$ cat config.mk
export PLATFORM = sky130hd
export DESIGN_NAME = ext_mem_router
export DESIGN_NICKNAME = d
export VERILOG_FILES = /design/src/rtl/ext_mem_router.sv
export SDC_FILE = /design/constraint.sdc
export NUM_CORES = 1
export LEC_CHECK = 0
export CORE_UTILIZATION = 43
export CTS_CLUSTER_SIZE = 12
export DETAILED_ROUTE_END_ITERATION = 7
export PLACE_DENSITY = 0.87
export SYNTH_ARGS = -nofsm -noshare
export SYNTH_HDL_FRONTEND = slang
export SYNTH_SLANG_ARGS = --single-unit
$ cat constraint.sdc
create_clock -name clk -period 3.3 [get_ports clk]
set_input_delay 0.66 -clock clk [delete_from_list [all_inputs] [get_ports clk]]
set_output_delay 0.66 -clock clk [all_outputs]
set_load 0.01 [all_outputs]
$ cat src/rtl/ext_mem_router.sv
// rtl/ext_mem_router.sv - CPU memory port router to NUM_REGIONS base/mask decoded slave regions
//
// Purpose:
//   Decodes one CPU word address against programmable base/mask windows.
//   Each access is registered and runs through IDLE -> ACCESS -> RESP.
//   A miss skips ACCESS and reports err_o in RESP.
//   A slave that holds its wait for TIMEOUT cycles is abandoned with err_o.
//
// Ports:
//   clk, rst_n          clock, asynchronous active-low reset
//   addr_i / wdata_i    CPU word address and write data
//   be_i                CPU byte enables
//   re_i / we_i         CPU read/write request levels (write wins if both high)
//   rdata_o             read result, valid in RESP
//   needWait_o          CPU must hold its request while high
//   err_o               unmapped or timed-out access, RESP cycle only
//   addr_o              region-local offset of the latched address
//   wdata_o / be_o      latched write data and byte enables (all ones on reads)
//   re_o / we_o         one-hot per-region strobes during ACCESS
//   rdata_i             per-region read data, region i at [i*DATA_W +: DATA_W]
//   needWait_i          per-region wait
module ext_mem_router #(
  parameter int NUM_REGIONS = 4,
  parameter int ADDR_W      = 24,
  parameter int DATA_W      = 16,
  parameter logic [NUM_REGIONS*ADDR_W-1:0] REGION_BASE =
    {24'h800000, 24'h480000, 24'h400000, 24'h000000},
  parameter logic [NUM_REGIONS*ADDR_W-1:0] REGION_MASK =
    {24'h800000, 24'hFFFFFE, 24'hF80000, 24'hC00000},
  parameter int TIMEOUT     = 255
) (
  input  logic                          clk,
  input  logic                          rst_n,
  input  logic [ADDR_W-1:0]             addr_i,
  input  logic [DATA_W-1:0]             wdata_i,
  input  logic [DATA_W/8-1:0]           be_i,
  input  logic                          re_i,
  input  logic                          we_i,
  output logic [DATA_W-1:0]             rdata_o,
  output logic                          needWait_o,
  output logic                          err_o,
  output logic [ADDR_W-1:0]             addr_o,
  output logic [DATA_W-1:0]             wdata_o,
  output logic [DATA_W/8-1:0]           be_o,
  output logic [NUM_REGIONS-1:0]        re_o,
  output logic [NUM_REGIONS-1:0]        we_o,
  input  logic [NUM_REGIONS*DATA_W-1:0] rdata_i,
  input  logic [NUM_REGIONS-1:0]        needWait_i
);

  localparam int BE_W = DATA_W / 8;
  localparam int SW   = (NUM_REGIONS > 1) ? $clog2(NUM_REGIONS) : 1;
  localparam int TW   = (TIMEOUT > 1) ? $clog2(TIMEOUT) : 1;
  localparam logic [TW-1:0] TIMER_LAST = TW'(TIMEOUT - 1);

  typedef enum logic [1:0] {
    ST_IDLE   = 2'd0,
    ST_ACCESS = 2'd1,
    ST_RESP   = 2'd2
  } state_t;

  state_t state_q, state_d;

  logic [ADDR_W-1:0] addr_q;
  logic [DATA_W-1:0] wdata_q;
  logic [BE_W-1:0]   be_q;
  logic [DATA_W-1:0] rdata_q;
  logic              err_q;
  logic              rw_q;     // 1 = write
  logic [SW-1:0]     sel_q;
  logic [TW-1:0]     timer_q;

  logic              req;
  logic              hit_any;
  logic [SW-1:0]     hit_idx;
  logic [ADDR_W-1:0] local_addr;
  logic              sel_wait;
  logic [DATA_W-1:0] sel_rdata;
  logic              timer_done;

  assign req        = re_i | we_i;
  assign timer_done = (timer_q == TIMER_LAST);

  // Address decode: scanning from the top down lets the lowest matching
  // index overwrite higher ones, so the lowest region wins on overlap.
  always_comb begin
    hit_any    = 1'b0;
    hit_idx    = '0;
    local_addr = addr_i;
    for (int i = NUM_REGIONS - 1; i >= 0; i--) begin
      if ((addr_i & REGION_MASK[i*ADDR_W +: ADDR_W]) == REGION_BASE[i*ADDR_W +: ADDR_W]) begin
        hit_any    = 1'b1;
        hit_idx    = SW'(i);
        local_addr = addr_i & ~REGION_MASK[i*ADDR_W +: ADDR_W];
      end
    end
  end

  // Selected slave's wait and read data.
  always_comb begin
    sel_wait  = 1'b0;
    sel_rdata = '0;
    for (int i = 0; i < NUM_REGIONS; i++) begin
      if (sel_q == SW'(i)) begin
        sel_wait  = needWait_i[i];
        sel_rdata = rdata_i[i*DATA_W +: DATA_W];
      end
    end
  end

  // State register
  always_ff @(posedge clk or negedge rst_n) begin
    if (!rst_n) begin
      state_q <= ST_IDLE;
    end else begin
      state_q <= state_d;
    end
  end

  // Next-state logic
  always_comb begin
    state_d = state_q;
    case (state_q)
      ST_IDLE: begin
        if (req) begin
          state_d = hit_any ? ST_ACCESS : ST_RESP;
        end
      end
      ST_ACCESS: begin
        if (!sel_wait || timer_done) begin
          state_d = ST_RESP;
        end
      end
      ST_RESP: begin
        state_d = ST_IDLE;
      end
      default: begin
        state_d = ST_IDLE;
      end
    endcase
  end

  // Outputs. Strobes are decoded from the state, so an asynchronous reset
  // drops them in the same cycle it arrives.
  always_comb begin
    re_o       = '0;
    we_o       = '0;
    needWait_o = req & (state_q != ST_RESP);
    if (state_q == ST_ACCESS) begin
      for (int i = 0; i < NUM_REGIONS; i++) begin
        if (sel_q == SW'(i)) begin
          re_o[i] = ~rw_q;
          we_o[i] = rw_q;
        end
      end
    end
  end

  // Access datapath: latch on request, capture or fault on completion.
  always_ff @(posedge clk or negedge rst_n) begin
    if (!rst_n) begin
      addr_q  <= '0;
      wdata_q <= '0;
      be_q    <= '0;
      rdata_q <= '0;
      err_q   <= 1'b0;
      rw_q    <= 1'b0;
      sel_q   <= '0;
      timer_q <= '0;
    end else begin
      case (state_q)
        ST_IDLE: begin
          if (req) begin
            addr_q  <= local_addr;
            wdata_q <= wdata_i;
            be_q    <= we_i ? be_i : {BE_W{1'b1}};
            rw_q    <= we_i;
            sel_q   <= hit_idx;
            timer_q <= '0;
            if (!hit_any) begin
              err_q   <= 1'b1;
              rdata_q <= '0;
            end
          end
        end
        ST_ACCESS: begin
          if (!sel_wait) begin
            err_q <= 1'b0;
            // Writes leave the previous read result on rdata_o.
            if (!rw_q) begin
              rdata_q <= sel_rdata;
            end
          end else if (timer_done) begin
            err_q   <= 1'b1;
            rdata_q <= '0;
          end else begin
            timer_q <= timer_q + TW'(1);
          end
        end
        ST_RESP: begin
          err_q <= 1'b0;
        end
        default: begin
          err_q <= 1'b0;
        end
      endcase
    end
  end

  assign rdata_o = rdata_q;
  assign err_o   = err_q;
  assign addr_o  = addr_q;
  assign wdata_o = wdata_q;
  assign be_o    = be_q;

endmodule

==> results of run 1 <==
-- stage by stage --
stage               util (%)  setup slack [ps]  area, sq um
floorplan                  -               853         3420
finish                  72.1               452         5570
detailed placement      68.9               176         5330
global route            72.1               296         5570
CTS                     72.1               431         5570
global placement        68.9               257         5330
-- routing by layer --
metal  global-route usage (%)  vias up
met2                     42.3      143
met4                     9.13        0
met1                     29.9     1574
li1                         -     1519
met5                        0        -
met3                     8.21       14
-- logic make-up after synthesis --
family | count (synthesis)
AND/OR/NAND/NOR | 175
flip-flops | 71
AO/OA/AOI/OAI | 43
buffers and inverters | 23
multiplexers | 20
XOR/XNOR | 3
adder cells (fa/ha/maj) | 2
other | 1
-- cells in the mapped netlist, types with 4 or more instances --
master    instances
a22o_2           15
a21oi_1           4
nor2_1           14
nand2b_1          4
nand3_1           4
nor3_1           10
mux4_2           17
nor4_1            4
o21ai_0           9
dfrtp_1          71
clkbuf_1         16
nand2_1         128
-- worst min-delay path by stage --
| stage | end | slack (ps) | cells past startpoint |
|---|---|---|---|
| 3_5_place_dp | addr_o[5] | 460 | 2 |
| 4_1_cts | addr_o[8] | 470 | 1 |
| 2_1_floorplan | addr_o[0] | 360 | 0 |
| 6_report | addr_o[8] | 440 | 1 |
| 5_1_grt | wdata_o[4] | 500 | 2 |
| 3_3_place_gp | wdata_o[4] | 460 | 2 |
-- power by group through the flow --
stage | clock network [mW] | registers (mW) | logic [mW]
after floorplan | 0 | 1.61 | 1.08
after global placement | 0 | 1.54 | 2.25
after detailed placement | 0 | 1.55 | 2.30
after CTS | 0.848 | 1.54 | 2.32
after global routing | 0.888 | 1.59 | 2.50
final | 0.832 | 1.54 | 2.29
-- worst max-delay path: cells and delay by family, from the launching register on --
family	cells	cell delay, ps
AND/OR/NAND/NOR	3	800
buffers and inverters	1	570
flip-flops	1	490
-- registers in the layout (all words and copies together) (netlist names) --
name / cells
rw_q: 1
wdata_o: 16
addr_o: 23
rdata_o: 16
state_q: 2
err_o: 1
be_o: 2
timer_q: 8
sel_q: 2
-- area by class of cell --
cell class / count / area [sq um]
clock buffers: 10 / 138
clock inverters: 5 / 106
fillers: 553 / 2160
inverters: 3 / 11.3
multi-input cells: 244 / 1570
flip-flops and latches: 71 / 1780
well taps: 102 / 128
repair buffers: 186 / 1840
==> results.md, run 1 <==
- Worst r2r src: sel_q[0]
- Setup crit start kind: flop
- Main area contributors after synthesis: dfrtp_1, nand2_1, mux4_2, a22o_2, clkbuf_1
- I/O Pins: approximately 180
- Detailed placer's ending HPWL: 7560 um
- Critical path arrival: 2190 ps
- M1 WL: between 3000 and 4000 um
- H-tree depth: 3
- Synthesized cell area: 3420 sq um
- Most common cell after layout, fill and taps aside: clkdlybuf4s50_1
- Setup TNS: 0 ps
- Pin count of the biggest net entering global routing: 72
- Sw Pwr: 1.64 mW
- Main combinational cell family by area after synthesis: simple AND/OR/NAND/NOR gates
- Site Rows: 32
- First-pass GRT wire length: about 16000 um
- Yosys top cell by area: dfrtp_1
- Fin Clk Skew: about 11 ps
- Clk slew on worst S/H paths: about 80 ps
- RSZ-0062 raised after global routing: false
- Sw frac: 35.2%
- CP Max Fanout: 8
- Hold buffers post-CTS: 0
- Worst path max stage delay: between 500 and 600 ps
- Fraction of synthesized area in multiplexers: 12.1%
- Finished Layout Cells: 621
- Die ar.: between 8000 and 9000 sq um
- Final worst path period need: 2850 ps
- Gpl congestion: around 0.76
- Syn Area/Cell: 10.1 sq um
- Slew Limit Fails: 0
- RR Endpoint: rdata_o[11]
- Yosys reg bits: 71
- DRT iter0 DRCs: around 150
- Setup violations, final: 0
- # DRC: 0
- Maxcap violations: 0
- Compound-cell area share of the yosys netlist: 10.2%
- TritonCTS Sinks: 71
- GRT Residual Overflow: 0
- Post-cts resize count: 0
- Layout cells sized above 1: 11.6%
- Most frequent cells in the layout: clkdlybuf4s50_1, nand2_1, dfrtp_1
- Met3 wire length: ~840 um
- Die width: approximately 90 um
- Final worst-path cycle share: around 86%
- Synthesis-to-finish area growth: 62.6%
- EDFF count, synth: 0
- # port buffers: 180
- Crit-path cells: nor2b_1, nand2b_1, nor3_1, clkdlybuf4s50_1
- WL per Instance: about 16 um
- Top layer in use: met4
- Setup bufs post-CTS: 0
- WP data required: 2640 ps
- Post-synthesis instance total: 338
- CP Launch Point: state_q[0]
- Leakage: 2.40 nW
- Crit path kind: reg -> out
- Worst slew margin: between 40% and 50%
- Seq pwr share: 33.1%
- Detail Route Antenna Nets: 0
- Synth warn: 0
- Cts bufs inserted: 9
- Status: finished, final reports clean
- Placed Cells: 606
- Initial Util: 44.3%
- Clock insertion delay at the later pin of the skew report: 330 ps
- Die height: between 90 and 100 um
- Max VDD drop: 466 uV
- Max Clk Rate: 351 MHz
- Worst-Margin Slew: 862 ps
- Top-area cell type share of the netlist area: 51.9%
- Crit path capture type: output port
- Layout Nets: 631
- Met2 wire length: between 4000 and 5000 um
- CTS Buffer Depth: 2
- Reg2Reg Depth: 4
- Total vias in the final route: 3250
- R2R Setup Slk: 770 ps
- Simple-Gate Fraction of Synth Area: 21.3%
- Yosys cell types: 40
- Syn nets: 454
- Total global-route track usage: 25.0%
- Core Footprint: a little under 8000 sq um
- Root Buffer: clkbuf_8
- Worst path slowest cell: clkdlybuf4s50_1
- Hold Crit Class: in -> async
- Worst setup endpoint: re_o[0]
- Initial antenna violation count: 0
- Fraction of registers with async set or reset after synthesis: 100%
- Seq/Total Area, Yosys: about half
- Cell internal pwr: 3.03 mW
- Synth Flop Type: dfrtp_1
- TritonRoute pass-1 iters: 4
- Worst hold slack: 435 ps
- Final Hold Vio Count: 0
- Final WL: 9940 um
- N_diodes: 0
- Post-synthesis adder-cell area fraction: less than 1%
- XOR/XNOR Fraction of Synth Area: 0.767%
- Comb pwr share: 49.1%
- Tot Pwr: about 4.7 mW
- Vias per cell: about 5.2
- Clock share of power: approximately 18%
- TritonCTS clock tree: built
- PD cells: about 840 nW/um^2
- Vias in the first global route: 3280
Note: power is estimated with default switching activity, not from simulation.
==> inputs of run 2 (changes only) <==
--- a/config.mk
+++ b/config.mk
@@ -6,8 +6,9 @@
 export NUM_CORES = 1
 export LEC_CHECK = 0
 export CORE_UTILIZATION = 43
-export CTS_CLUSTER_SIZE = 12
+export CTS_CLUSTER_SIZE = 8
 export DETAILED_ROUTE_END_ITERATION = 7
+export MAX_ROUTING_LAYER = met4
 export PLACE_DENSITY = 0.87
 export SYNTH_ARGS = -nofsm -noshare
 export SYNTH_HDL_FRONTEND = slang
==> results.md, run 2 (synthesis results as in run 1) <==
- Max reg flops: 23
- Max VDD drop: 467 uV
- Crit path kind: reg -> out
- Max Clk Rate: 351 MHz
- CP Max Fanout: 8
- Hold buffers post-CTS: 0
- RSZ-0062 raised after global routing: false
- DRT iter0 DRCs: between 100 and 150
- Total global-route track usage: 25.8%
- Worst slew margin: 43.4%
- Initial antenna violation count: 0
- Core Footprint: 7730 sq um
- Worst slack, placed: between 150 and 200 ps
- Cts bufs inserted: 9
- H-tree depth: 3
- Final Hold Vio Count: 0
- I/O Pins: between 150 and 200
- Delay-heaviest family, CP: simple AND/OR/NAND/NOR gates
- Worst-Margin Slew: 849 ps
- Setup crit start kind: flop
- Vias per cell: between 5 and 6
- TritonCTS Sinks: 71
- Die ar.: around 8300 sq um
- Most frequent cells in the layout: clkdlybuf4s50_1, nand2_1, dfrtp_1
- Crit path capture type: output port
- N_diodes: 0
- Worst Path Buf+Inv: 1
- Critical path arrival: 2190 ps
- Post-cts resize count: 0
- Root Buffer: clkbuf_8
- # DRC: 0
- CTS Buffer Depth: 2
- Status: finished, final reports clean
- Crit-path cells: nor2b_1, nand2b_1, nor3_1, clkdlybuf4s50_1
- First-pass GRT wire length: between 15000 and 20000 um
- Vias in the first global route: roughly 3300
- # port buffers: 180
- Pin count of the biggest net entering global routing: 72
- Tot Pwr: 4.67 mW
- Most common cell after layout, fill and taps aside: clkdlybuf4s50_1
- Worst path max stage delay: 570 ps
- Clock insertion delay at the later pin of the skew report: between 300 and 400 ps
- Final worst path period need: 2850 ps
- Final worst slack: 449 ps
- Hold Crit Class: in -> async
- PD cells: 838 nW/um^2
- Detailed placer's ending HPWL: roughly 7600 um
- Final WL: 9890 um
- Layout cells sized above 1: 11.6%
- Leakage: 2.40 nW
- Slew Limit Fails: 0
- Setup violations, final: 0
- Site Rows: 32
- Total vias in the final route: 3239
- Clk slew on worst S/H paths: ~70 ps
- Layout Nets: 631
- WL per Instance: approximately 16 um
- Setup TNS: 0 ps
- Synthesis-to-finish area growth: 62.6%
- TritonRoute pass-1 iters: 5
- WP data required: 2640 ps
- Gpl congestion: 0.771
- Final worst-path cycle share: 86.4%
- Detail Route Antenna Nets: 0
- Die width: 91.2 um
- Maxcap violations: 0
- Worst path slowest cell: clkdlybuf4s50_1
- Die height: 91.2 um
- GRT Residual Overflow: 0
- Setup bufs post-CTS: 0
- Fin Clk Skew: roughly 10 ps
- Initial Util: 44.3%
- TritonCTS clock tree: built
- Fin util: 72.1%
[run 2: cell counts in the layout (fill, tap and decap cells not counted)]
No cell type changed its count.
[run 2: report_power, final]
part / internal (mW) / switching (mW)
Clock: 0.520 / 0.312
Sequential: 1.25 / 0.292
Combinational: 1.26 / 1.04
Total: 3.03 / 1.64
[run 2: per-layer routing]
layer / GRT usage (%) / routed length, um
met2: 42.2 / 4900
met1: 30.8 / 4040
met5: - / 0
met3: 6.87 / 778
met4: 9.13 / 178
[run 2: per-stage QoR]
stage	hold WS (ps)	cells	cell area, sq um
finish	433	621	5570
global route	504	621	5570
CTS	466	621	5570
detailed placement	462	606	5330
floorplan	364	338	3420
global placement	456	606	5330
[run 2: cell type report]
| cell class | count | area [sq um] |
|---|---|---|
| Multi-Input combinational cell | 244 | 1570 |
| Fill cell | 553 | 2160 |
| Inverter | 3 | 11.3 |
| Tap cell | 102 | 128 |
| Clock buffer | 10 | 138 |
| Sequential cell | 71 | 1780 |
| Clock inverter | 5 | 106 |
| Timing Repair Buffer | 186 | 1840 |
[run 2: worst paths after layout]
check                      startpoint          end  slack (ps)  depth (start not counted)
max in group asynchronous       rst_n   rdata_o[7]        2310                          1
min in group clk            addr_o[7]    addr_o[7]         480                          2
max reg2reg                  sel_q[0]  rdata_o[11]         780                          4
min reg2reg                 addr_o[7]    addr_o[7]         480                          2
min                             rst_n    addr_o[8]         430                          1
max                        state_q[0]      re_o[0]         450                          4
[run 2: worst register-to-register path: stages (launching register included)]
cell     delay, ps
dfrtp_1        740
mux4_2         640
o21ai_0        290
a32oi_4        370
a22o_2         360
